`src/rtl/riscv_defs_pkg.sv`:
```
// Shared types and widths for the RISC-V memory arbiter slice.
//   arb_state_t : arbiter FSM states
//   arb_owner_t : which port owns the bus transaction
//   arb_req_t   : request latched at acceptance and replayed on the bus
package riscv_defs_pkg;

  localparam int unsigned XLEN        = 32;
  localparam int unsigned STRB_W      = 4;
  localparam int unsigned ARB_TIMER_W = 16;

  typedef enum logic [1:0] {
    ARB_IDLE = 2'd0,
    ARB_REQ  = 2'd1,
    ARB_WAIT = 2'd2
  } arb_state_t;

  typedef enum logic {
    ARB_OWNER_FETCH = 1'b0,
    ARB_OWNER_DATA  = 1'b1
  } arb_owner_t;

  typedef struct packed {
    arb_owner_t        owner;
    logic [XLEN-1:0]   addr;
    logic [STRB_W-1:0] wr;
    logic [XLEN-1:0]   data;
  } arb_req_t;

endpackage

```
`src/rtl/riscv_arb_timer.sv`:
```
// Bus watchdog: counts while enabled, cleared when not, flags the last allowed cycle.
//   clk_i, rst_i : clock, async active-high reset
//   clr_i        : force count to zero
//   en_i         : count this cycle
//   expire_c     : combinational, high on the LIMIT-th enabled cycle (never when LIMIT == 0)
module riscv_arb_timer #(
  parameter int unsigned WIDTH = 16,
  parameter int unsigned LIMIT = 1024
) (
  input  logic clk_i,
  input  logic rst_i,
  input  logic clr_i,
  input  logic en_i,
  output logic expire_c
);

  localparam logic             ENABLED = (LIMIT != 0);
  localparam logic [WIDTH-1:0] LAST    = WIDTH'(LIMIT - 1);

  logic [WIDTH-1:0] cnt_q;

  // Saturating up-counter so a disabled watchdog never wraps.
  always_ff @(posedge clk_i or posedge rst_i) begin
    if (rst_i) begin
      cnt_q <= '0;
    end else if (clr_i) begin
      cnt_q <= '0;
    end else if (en_i && (cnt_q != '1)) begin
      cnt_q <= cnt_q + WIDTH'(1);
    end
  end

  assign expire_c = ENABLED & en_i & (cnt_q == LAST);

endmodule

```
`src/rtl/riscv_mem_arbiter.sv`:
```
// Shares one single-outstanding 32-bit memory bus between the fetch port and the
// data/LSU port; steers responses back to the owner and aborts hung transactions.
//   icache_*  : fetch request/response port
//   mem_d_*   : data request/response port
//   bus_*     : external bus; request held until bus_accept_i, response on bus_ack_i
// Config: define RISCV_ARB_RR_EN for round-robin arbitration; default is fixed
// priority with the data port always winning.
module riscv_mem_arbiter
  import riscv_defs_pkg::*;
#(
  parameter int unsigned BUS_TIMEOUT = 1024
) (
  input  logic              clk_i,
  input  logic              rst_i,
  input  logic              icache_rd_i,
  input  logic [XLEN-1:0]   icache_pc_i,
  output logic              icache_accept_o,
  output logic              icache_valid_o,
  output logic              icache_error_o,
  output logic [XLEN-1:0]   icache_inst_o,
  output logic [XLEN-1:0]   icache_inst_pc_o,
  input  logic              mem_d_rd_i,
  input  logic [STRB_W-1:0] mem_d_wr_i,
  input  logic [XLEN-1:0]   mem_d_addr_i,
  input  logic [XLEN-1:0]   mem_d_data_wr_i,
  output logic              mem_d_accept_o,
  output logic              mem_d_ack_o,
  output logic              mem_d_error_o,
  output logic [XLEN-1:0]   mem_d_data_rd_o,
  output logic              bus_rd_o,
  output logic [STRB_W-1:0] bus_wr_o,
  output logic [XLEN-1:0]   bus_addr_o,
  output logic [XLEN-1:0]   bus_data_wr_o,
  input  logic              bus_accept_i,
  input  logic              bus_ack_i,
  input  logic              bus_error_i,
  input  logic [XLEN-1:0]   bus_data_rd_i
);

  arb_state_t      state_q, state_d;
  arb_req_t        req_q;
  logic            data_req_c, data_wins_c, fetch_wins_c;
  logic            idle_c, fetch_grant_c, data_grant_c;
  logic            resp_fire_c, resp_err_c;
  logic [XLEN-1:0] resp_data_c;
  logic            timer_clr_c, timer_en_c, timer_expire_c;

  assign data_req_c = mem_d_rd_i | (|mem_d_wr_i);

`ifdef RISCV_ARB_RR_EN
  arb_owner_t last_grant_q;

  // When both ports request, the one not granted last time wins.
  assign data_wins_c  = data_req_c & (last_grant_q == ARB_OWNER_FETCH);
  assign fetch_wins_c = icache_rd_i & ((last_grant_q == ARB_OWNER_DATA) | !data_req_c);

  always_ff @(posedge clk_i or posedge rst_i) begin
    if (rst_i) begin
      last_grant_q <= ARB_OWNER_DATA;
    end else if (fetch_grant_c) begin
      last_grant_q <= ARB_OWNER_FETCH;
    end else if (data_grant_c) begin
      last_grant_q <= ARB_OWNER_DATA;
    end
  end
`else
  assign data_wins_c  = data_req_c;
  assign fetch_wins_c = !data_req_c;
`endif

  // Accepts look only at state and the competing port, never at icache_rd_i itself.
  assign idle_c          = (state_q == ARB_IDLE) & !rst_i;
  assign icache_accept_o = idle_c & !data_wins_c;
  assign mem_d_accept_o  = idle_c & !fetch_wins_c;
  assign fetch_grant_c   = icache_accept_o & icache_rd_i;
  assign data_grant_c    = mem_d_accept_o & data_req_c;

  riscv_arb_timer #(
    .WIDTH(ARB_TIMER_W),
    .LIMIT(BUS_TIMEOUT)
  ) u_timer (
    .clk_i   (clk_i),
    .rst_i   (rst_i),
    .clr_i   (timer_clr_c),
    .en_i    (timer_en_c),
    .expire_c(timer_expire_c)
  );

  // State register.
  always_ff @(posedge clk_i or posedge rst_i) begin
    if (rst_i) state_q <= ARB_IDLE;
    else       state_q <= state_d;
  end

  // Next state and response selection; an ack in the timeout cycle takes precedence.
  always_comb begin
    state_d     = state_q;
    resp_fire_c = 1'b0;
    resp_err_c  = 1'b0;
    resp_data_c = '0;
    timer_clr_c = 1'b1;
    timer_en_c  = 1'b0;
    case (state_q)
      ARB_IDLE: begin
        if (fetch_grant_c || data_grant_c) state_d = ARB_REQ;
      end
      ARB_REQ: begin
        if (bus_accept_i) state_d = ARB_WAIT;
      end
      ARB_WAIT: begin
        timer_clr_c = 1'b0;
        timer_en_c  = 1'b1;
        if (bus_ack_i) begin
          resp_fire_c = 1'b1;
          resp_err_c  = bus_error_i;
          resp_data_c = bus_data_rd_i;
          state_d     = ARB_IDLE;
        end else if (timer_expire_c) begin
          resp_fire_c = 1'b1;
          resp_err_c  = 1'b1;
          state_d     = ARB_IDLE;
        end
      end
      default: state_d = ARB_IDLE;
    endcase
  end

  // Request latch and bus request strobes; a read+write request goes out as a write.
  always_ff @(posedge clk_i or posedge rst_i) begin
    if (rst_i) begin
      req_q    <= '0;
      bus_rd_o <= 1'b0;
      bus_wr_o <= '0;
    end else if (fetch_grant_c) begin
      req_q.owner <= ARB_OWNER_FETCH;
      req_q.addr  <= icache_pc_i;
      req_q.wr    <= '0;
      req_q.data  <= '0;
      bus_rd_o    <= 1'b1;
      bus_wr_o    <= '0;
    end else if (data_grant_c) begin
      req_q.owner <= ARB_OWNER_DATA;
      req_q.addr  <= mem_d_addr_i;
      req_q.wr    <= mem_d_wr_i;
      req_q.data  <= mem_d_data_wr_i;
      bus_rd_o    <= ~(|mem_d_wr_i);
      bus_wr_o    <= mem_d_wr_i;
    end else if ((state_q == ARB_REQ) && bus_accept_i) begin
      bus_rd_o <= 1'b0;
      bus_wr_o <= '0;
    end
  end

  assign bus_addr_o    = req_q.addr;
  assign bus_data_wr_o = req_q.data;

  // Response steering: one-cycle pulse to the owner, payload held until the next response.
  always_ff @(posedge clk_i or posedge rst_i) begin
    if (rst_i) begin
      icache_valid_o   <= 1'b0;
      icache_error_o   <= 1'b0;
      icache_inst_o    <= '0;
      icache_inst_pc_o <= '0;
      mem_d_ack_o      <= 1'b0;
      mem_d_error_o    <= 1'b0;
      mem_d_data_rd_o  <= '0;
    end else begin
      icache_valid_o <= 1'b0;
      icache_error_o <= 1'b0;
      mem_d_ack_o    <= 1'b0;
      mem_d_error_o  <= 1'b0;
      if (resp_fire_c) begin
        if (req_q.owner == ARB_OWNER_FETCH) begin
          icache_valid_o   <= 1'b1;
          icache_error_o   <= resp_err_c;
          icache_inst_o    <= resp_data_c;
          icache_inst_pc_o <= req_q.addr;
        end else begin
          mem_d_ack_o     <= 1'b1;
          mem_d_error_o   <= resp_err_c;
          mem_d_data_rd_o <= resp_data_c;
        end
      end
    end
  end

endmodule

```
`config.mk`:
```
export PLATFORM = sky130hd
export DESIGN_NAME = riscv_mem_arbiter
export DESIGN_NICKNAME = d
export VERILOG_FILES = /design/src/rtl/riscv_defs_pkg.sv /design/src/rtl/riscv_arb_timer.sv /design/src/rtl/riscv_mem_arbiter.sv
export SDC_FILE = /design/constraint.sdc
export NUM_CORES = 1
export LEC_CHECK = 0
export BUFFER_PORTS_ARGS = -buffer_cell sky130_fd_sc_hd__buf_2
export CORE_UTILIZATION = 46
export CTS_BUF_LIST = sky130_fd_sc_hd__clkbuf_16
export DETAILED_ROUTE_END_ITERATION = 10
export GPL_TIMING_DRIVEN = 0
export MAX_ROUTING_LAYER = met4
export PLACE_DENSITY = 0.81
export SLEW_MARGIN = 20
export SYNTH_ARGS = -nofsm -noshare
export SYNTH_HDL_FRONTEND = slang
export SYNTH_SLANG_ARGS = --single-unit
```
`constraint.sdc`:
```
create_clock -name clk_i -period 6 [get_ports clk_i]
set_input_delay 1.2 -clock clk_i [delete_from_list [all_inputs] [get_ports clk_i]]
set_output_delay 1.2 -clock clk_i [all_outputs]
set_load 0.02 [all_outputs]
```
* Word level (Yosys, flattened, before mapping)
Index checks and enable logic that the tools add are counted.
W data, S select, Z words.
** Storage, ports and cells
- Bits of input ports :: 139
- Register bits :: 188
- Logic and storage cells :: 75
** Cells by class
- Equal/unequal tests :: 8
- Bitwise logic cells :: 9
- Reduce and logical (&&, ||, !) cells :: 12
- Add/sub/neg operators :: 1
- Multiplexer cells :: 31
** Operator list (number)
- $mux W69 :: 2
- $mux W32 :: 2
- $mux W16 :: 2
- $mux W1 :: 17
- $add A16 B1 Y16 const B :: 1
- $eq A16 B10 Y1 const B :: 1
- $ne A16 B16 Y1 const B :: 1
- $mux W4 :: 3
- $mux W2 :: 4
- $and A1 B1 Y1 :: 6
- $pmux W2 S3 :: 1
- $ne A2 B1 Y1 const B :: 2
- $reduce_and A2 Y1 :: 2
- $reduce_or A4 Y1 :: 1
- $ne A3 B3 Y1 const B :: 1
- $reduce_and A3 Y1 :: 1
- $reduce_bool A3 Y1 :: 1
- $eq A2 B1 Y1 const B :: 1
- $eq A2 B2 Y1 const B :: 1
- $logic_and A1 B1 Y1 :: 2
- $logic_not A1 Y1 :: 2
- $logic_not A2 Y1 :: 1
- $ne A2 B2 Y1 const B :: 1
- $not A1 Y1 :: 2
- other kinds (3) :: 3

* Logic depth before layout (Yosys ltp)
Gate-level depths: netlist of run 1.
- Word-level depth :: 8
- Mapped depth :: 8
- Gate-level depth less buffers :: 5

* Modules after synthesis
Synthesis of run 1 repeated with hierarchy kept, for this count alone.
** Second synthesis, totals
- Cells, all modules :: 702
- Area total of the unflattened synthesis :: 8489.4 µm²
** Modules (own cells, without submodules)
- riscv_mem_arbiter :: seq. area each 4304.1 µm², area an instance 7513.5 µm², cells an instance 601, instances 1
- riscv_arb_timer :: seq. area each 400.4 µm², area an instance 975.9 µm², cells an instance 101, instances 1

* Worst setup path before layout of run 1
OpenSTA, ideal clock, no wires.
- Kind :: input-to-output
- Start point :: input mem_d_wr_i[0]
- End point :: output mem_d_accept_o
- Stages :: 4
- Arrival time :: 2.388 ns
- Setup slack :: 2.412 ns
- Data required time :: 4.800 ns
- Path buffers :: 1
- Cells stage by stage :: or4_1 -> nor2_1 -> nor2_1 -> clkbuf_1
** On the way
- Cells in the longest elaborated chain, start to end :: 3
** RTL lines
- start, declared :: RTL line riscv_mem_arbiter.sv:23 : input logic [STRB_W-1:0] mem_d_wr_i,
- $reduce_or A4 Y1 :: RTL line riscv_mem_arbiter.sv:48 : assign data_req_c = mem_d_rd_i | (|mem_d_wr_i);
- $or A1 B1 Y1 :: RTL line riscv_mem_arbiter.sv:48
- $and A1 B1 Y1 :: RTL line riscv_mem_arbiter.sv:74 : assign mem_d_accept_o = idle_c & !fetch_wins_c;
- end, declared :: RTL line riscv_mem_arbiter.sv:26 : output logic mem_d_accept_o,
No other way between the ends.

* Worst setup path after layout of run 1
Ends and elaborated chain as after synthesis.

==> results.py, run 1 <==
metrics = {
    "status": {
        "status": "finished clean",
    },
    "clocking": {
        "cts_tree": "done",
        "hold_buffers": 0,
        "htree_levels": 4,
        "cts-resized-gates": 0,
        "cts_inserted_buffers": 17,
        "cts-root-buf": "clkbuf_16",
        "cts_sinks": 188,
        "cts.clk_slew.worst_paths_ns": 0.07,
        "clock_latency_ns": 0.42,
        "cts_setup_buffers": 0,
        "clk_path_buf_depth": 2,
    },
    "placed_design": {
        "portBuffers": 309,
        "globalplace.congestion": 0.867,
        "hpwl_mm": 19.5,
        "pre_cts_ws_ns": 1.48,
        "dp_cells": 1442,
    },
    "final_layout": {
        "fillers": 1608,
        "drive_gt1_frac": 0.376,
        "n_antenna_cell": 0,
        "syn_to_final_growth_pct": 28.7,
        "fin_cells": 1473,
        "final_core_util": 0.604,
        "nNetsFinal": 1336,
    },
    "grt": {
        "grt_max_degree": 35,
        "grt_first_pass_wirelength_mm": 40.2,
        "gr-total-overflow": 0,
        "grt_pass1_vias": 7791,
        "grtUsageTotal": 0.262,
        "antenna_found_initial": 0,
    },
    "timing": {
        "worst_pin_slew_ns": 0.895,
        "maxSlewViolCount": 0,
        "setup_ws_ns": 1.49,
        "setup_tns_ns": 0,
        "period_share": 0.752,
        "maxSlewHeadroom": 0.398,
        "setup_viol": 0,
        "skew_ns": 0.0125,
        "max_clock_freq_ghz": 0.222,
        "rsz0062_at_grt": "false",
        "hold_viol_final": 0,
        "period_minus_slack_ns": 4.51,
    },
    "logic_synthesis": {
        "ys_warn_count": 0,
        "synth.top_cell.area_share": 0.515,
        "ys_seq_elements": 188,
        "synth_area_mm2": 0.00913,
        "synth_common_cells": "dfrtp_1 (188), a22o_1 (68), nor2b_1 (66)",
        "synthArstFlopShare": 1.00,
        "synth_top_area_cell": "dfrtp_1",
        "syn_area_per_cell_um2": 10.6,
        "ys_seq_area_frac": 0.515,
        "synth.net_count": 1001,
        "ys_types": 47,
        "syn_inst": 861,
        "synthTopCellsByArea": "dfrtp_1 (52%), a22o_1 (6.5%), buf_4 (5.3%), nor2b_1 (4.5%), a21bo_2 (3.4%)",
        "synth.most_common_cell": "dfrtp_1",
        "synth_edf_count": 0,
        "synth-main-ff-cell": "dfrtp_1",
    },
    "die": {
        "die_h_um": 143,
        "dieArea_mm2": 0.0204,
        "design.core.area_mm2": 0.0195,
        "die_w_um": 143,
        "ios": 310,
        "num_rows": 51,
        "initial_core_util": 0.469,
    },
    "flow_run": {
        "max_cap_violations": 0,
    },
    "setup_path": {
        "slowest_delay_ns": 0.58,
        "cp_max_fo": 10,
        "path_class": "primary input to primary output",
        "end_kind": "primary output",
        "critical_path.cell_chain": "buf_2 > or4_1 > nor2_1 > nor2_1 > clkbuf_1 > buf_2",
        "start_kind": "primary input",
        "critPathRequiredTime_ns": 4.80,
        "critPathBufInv": 3,
        "arrival_ns": 3.31,
        "critical_path.top_delay_family": "simple AND/OR/NAND/NOR gates",
        "r2r_start": "u_timer.cnt_q[0]$_DFFE_PP0P_",
        "crit_path_start": "mem_d_wr_i[0]",
        "cp_slowest_cell": "or4_1",
    },
    "pwr": {
        "power.leakage_nw": 5.13,
        "peakVddDrop_mv": 0.313,
        "p_per_area_mw_per_mm2": 476,
    },
    "routing": {
        "routed_wl_mm": 26.2,
        "drt_first_pass_iters": 5,
        "vias": 8176,
        "avgRoutedWirePerCell_um": 17.8,
        "avgViaCountPerCell": 5.55,
        "postRouteAntennaNets": 0,
        "drc_errors": 0,
        "drtIter0Drc": 369,
    },
    "min_path": {
        "hold_class": "flip-flop to flip-flop",
        "hp-start": "icache_inst_o[5]$_DFFE_PP0P_",
    },
}
[power breakdown]
part           switching, mW  leakage (nW)  internal [mW]  total, mW
registers              0.277          2.01           1.63       1.91
logic                   1.36          2.85           1.19       2.55
clock network          0.509         0.277          0.622       1.13
total                   2.15          5.13           3.44       5.59
[final cells by class]
| type | count | area (um^2) | area share |
|---|---|---|---|
| plain buffers | 137 | 766 | 0.0652 |
| well taps | 265 | 332 | 0.0282 |
| repair buffers | 316 | 1700 | 0.145 |
| clock inverters | 14 | 158 | 0.0134 |
| multi-input cells | 530 | 3640 | 0.310 |
| flip-flops and latches | 188 | 4700 | 0.400 |
| inverters | 6 | 26.3 | 0.00224 |
| clock buffers | 17 | 425 | 0.0362 |
[metrics by stage]
stage	total power [mW]	instance area (um^2)	hold WS [ns]
2_1_floorplan	3.71	9140	0.467
3_3_place_gp	4.40	11000	0.477
3_5_place_dp	4.48	11200	0.480
4_1_cts	5.62	11800	0.498
5_1_grt	5.90	11800	0.515
6_report	5.59	11800	0.498
[cells in the final DEF, fill, tap and decap left out, types with 5 or more instances in the layout]
cell type / synthesis / layout
a21bo_2: 31 / 31
a21o_1: 35 / 35
a21oi_1: 41 / 41
a22o_1: 68 / 68
a22oi_1: 32 / 32
a2bb2oi_1: 32 / 32
buf_12: 0 / 5
buf_2: 9 / 318
buf_4: 64 / 64
clkbuf_1: 62 / 62
clkbuf_16: 0 / 17
clkinvlp_4: 0 / 5
dfrtp_1: 188 / 188
inv_1: 6 / 6
nand2_1: 41 / 41
nand2b_1: 5 / 5
nand3_1: 40 / 40
nand4_1: 5 / 5
nor2_1: 9 / 9
nor2b_1: 66 / 66
nor3_1: 7 / 7
o211ai_1: 32 / 32
o21ai_0: 8 / 8
o22ai_1: 32 / 32
or4_1: 5 / 5
[sequential cells by signal, indices dropped and copies added, names as in the netlist, 2 cells and up]
signal / flops
mem_d_data_rd_o: 32
icache_inst_pc_o: 32
u_timer.cnt_q: 16
bus_data_wr_o: 32
state_q: 2
bus_addr_o: 32
icache_inst_o: 32
bus_wr_o: 4
[final timing paths]
| check | slack (ns) | to | cells past startpoint |
|---|---|---|---|
| max | 1.49 | mem_d_accept_o | 6 |
| min | 0.50 | icache_inst_o[5]$_DFFE_PP0P_ | 1 |
| max reg2reg | 3.46 | u_timer.cnt_q[1]$_DFFE_PP0P_ | 6 |
| min reg2reg | 0.50 | icache_inst_o[5]$_DFFE_PP0P_ | 1 |
| max in group asynchronous | 4.38 | icache_error_o$_DFF_PP0_ | 4 |
| min in group asynchronous | 0.87 | u_timer.cnt_q[5]$_DFFE_PP0P_ | 2 |
[logic make-up after synthesis]
| group | share of synthesized area |
|---|---|
| fa+ha+maj | 0.00137 |
| simple gates | 0.122 |
| compound gates | 0.273 |
| mux | 0.00110 |
| buf+inv | 0.0863 |
| xor+xnor | 0.000959 |
| flops | 0.515 |
[routing by layer]
metal	track usage	wire length [um]	up-vias	part of all wire
met1	0.317	10900	4025	0.41
met2	0.446	13200	313	0.50
met3	0.0533	1720	29	0.066
met5	-	0	-	0
li1	-	-	3809	-
met4	0.0656	422	0	0.016
(Power assumes the default switching activity.)
==> run 2, diff against run 1 <==
clock period = 3.7 ns   (was 6 ns; I/O delays follow)
==> run 2 against run 1 <==
Critical path depth is the same. First-iteration DRC count shrank 11%. Largest power group unchanged. Clock skew shrank 0.00099 ns. Non-clock buffer count is the same. Core utilization is essentially flat. Global-route usage is the same. Sequential share of layout area is essentially flat. Cell count is the same. Routed wire length is essentially flat.
==> results.py, run 2 (synthesized netlist as in run 1, its figures left out) <==
metrics = {
    "setup_path": {
        "path_class": "primary input to primary output",
        "cp_slowest_cell": "or4_1",
        "worstReg2RegEnd": "u_timer.cnt_q[1]$_DFFE_PP0P_",
        "rr_worst_depth": 6,
        "r2r_slack_ns": 1.18,
        "critical_path.cell_chain": "buf_2 > or4_1 > nor2_2 > nor2_1 > clkbuf_1 > buf_2",
        "slowest_delay_ns": 0.59,
        "start_kind": "primary input",
        "end_kind": "primary output",
        "cp_max_fo": 10,
        "crit_path_start": "mem_d_wr_i[0]",
        "worst_path_most_repeated_cell": "buf_2",
        "endpoint": "mem_d_accept_o",
        "arrival_ns": 2.65,
        "r2r_start": "u_timer.cnt_q[0]$_DFFE_PP0P_",
        "critPathRequiredTime_ns": 2.96,
    },
    "final_layout": {
        "drive_gt1_frac": 0.377,
        "final_cell_mix": "buf_2 (318), dfrtp_1 (188), a22o_1 (68)",
        "layout_commonest_cell": "buf_2",
        "fillers": 1606,
        "multi_input_area_mm2": 0.00364,
        "nNetsFinal": 1336,
        "n_antenna_cell": 0,
        "syn_to_final_growth_pct": 28.7,
        "regArea_mm2": 0.00470,
    },
    "timing": {
        "setup_tns_ns": 0,
        "hold_viol_final": 0,
        "max_clock_freq_ghz": 0.295,
        "maxSlewViolCount": 0,
        "setup_viol": 0,
        "setup_ws_ns": 0.312,
        "skew_ns": 0.0115,
        "worst_pin_slew_ns": 0.871,
        "maxSlewHeadroom": 0.414,
        "period_share": 0.916,
        "period_minus_slack_ns": 3.39,
        "rsz0062_at_grt": "false",
    },
    "die": {
        "design.core.area_mm2": 0.0195,
        "die_w_um": 143,
        "initial_core_util": 0.469,
        "dieArea_mm2": 0.0204,
        "ios": 310,
        "num_rows": 51,
        "die_h_um": 143,
    },
    "clocking": {
        "clk_path_buf_depth": 2,
        "cts_inserted_buffers": 17,
        "cts.clk_slew.worst_paths_ns": 0.07,
        "cts_tree": "done",
        "cts-root-buf": "clkbuf_16",
        "htree_levels": 4,
        "hold_buffers": 0,
        "cts_sinks": 188,
        "clock_latency_ns": 0.42,
        "cts_setup_buffers": 0,
        "cts-resized-gates": 0,
    },
    "routing": {
        "drtIter0Drc": 330,
        "vias": 8158,
        "drt_first_pass_iters": 5,
        "avgViaCountPerCell": 5.54,
        "avgRoutedWirePerCell_um": 17.8,
        "postRouteAntennaNets": 0,
        "routed_wl_mm": 26.2,
        "drc_errors": 0,
    },
    "grt": {
        "antenna_found_initial": 0,
        "grtUsageTotal": 0.262,
        "grt_first_pass_wirelength_mm": 40.2,
        "grt_pass1_vias": 7791,
        "grt_max_degree": 35,
        "gr-total-overflow": 0,
    },
    "pwr": {
        "power.leakage_nw": 5.13,
        "p_per_area_mw_per_mm2": 771,
        "peakVddDrop_mv": 0.508,
    },
    "status": {
        "status": "finished clean",
    },
    "placed_design": {
        "pre_cts_ws_ns": 0.103,
        "portBuffers": 309,
        "globalplace.congestion": 0.867,
        "hpwl_mm": 19.5,
    },
    "flow_run": {
        "max_cap_violations": 0,
    },
    "min_path": {
        "hold_class": "primary input to async pin",
    },
}
==> run 2: changes by cell type in the layout (fill, tap and decap cells not counted) <==
cell / delta
nor2_1: -1
nor2_2: +1
==> run 2: critical path, delay by kind of cell <==
kind | cells | cell delay (ns)
AND/OR/NAND/NOR | 3 | 1.23
buffers and inverters | 3 | 0.67
==> run 2: layer usage <==
layer / part of all wire / global-route usage / routed length [um] / vias up
li1: - / - / - / 3804
met1: 0.41 / 0.317 / 10800 / 4011
met2: 0.50 / 0.446 / 13200 / 312
met3: 0.065 / 0.0533 / 1690 / 31
met4: 0.017 / 0.0656 / 438 / 0
met5: 0 / - / 0 / -
==> run 2: worst min path at each step <==
stage,depth (start not counted),from,to,slack (ns)
after floorplan,1,bus_data_wr_o[0]$_DFFE_PP0P_,bus_data_wr_o[0]$_DFFE_PP0P_,0.47
after global placement,1,icache_inst_o[19]$_DFFE_PP0P_,icache_inst_o[19]$_DFFE_PP0P_,0.48
after detailed placement,1,bus_wr_o[2]$_DFFE_PP0P_,bus_wr_o[2]$_DFFE_PP0P_,0.48
after CTS,2,rst_i,u_timer.cnt_q[5]$_DFFE_PP0P_,0.39
after global routing,2,rst_i,u_timer.cnt_q[5]$_DFFE_PP0P_,0.42
final,2,rst_i,u_timer.cnt_q[5]$_DFFE_PP0P_,0.41
==> run 2: through the flow <==
step                hold slack (ns)   util  area, um^2  std cells  power [mW]
floorplan                     0.467      -        9140        861        6.02
global route                  0.424  0.604       11800       1473        9.56
CTS                           0.394  0.604       11800       1473        9.11
detailed placement            0.480  0.574       11200       1442        7.26
global placement              0.477  0.566       11000       1435        7.13
finish                        0.411  0.604       11800       1473        9.06
==> run 2: final cells by class <==
cell class                 instances  share of cell area
sequential                       188               0.400
multi-input combinational        530               0.310
timing repair buffer             316               0.145
buffer                           137              0.0651
clock buffer                      17              0.0362
tap                              265              0.0282
clock inverter                    14              0.0134
inverter                           6             0.00224
==> run 2: report_power, final <==
part           total [mW]  internal, mW  switching [mW]
Combinational        4.14          1.93            2.21
Clock                1.83          1.01           0.821
Sequential           3.09          2.64           0.449
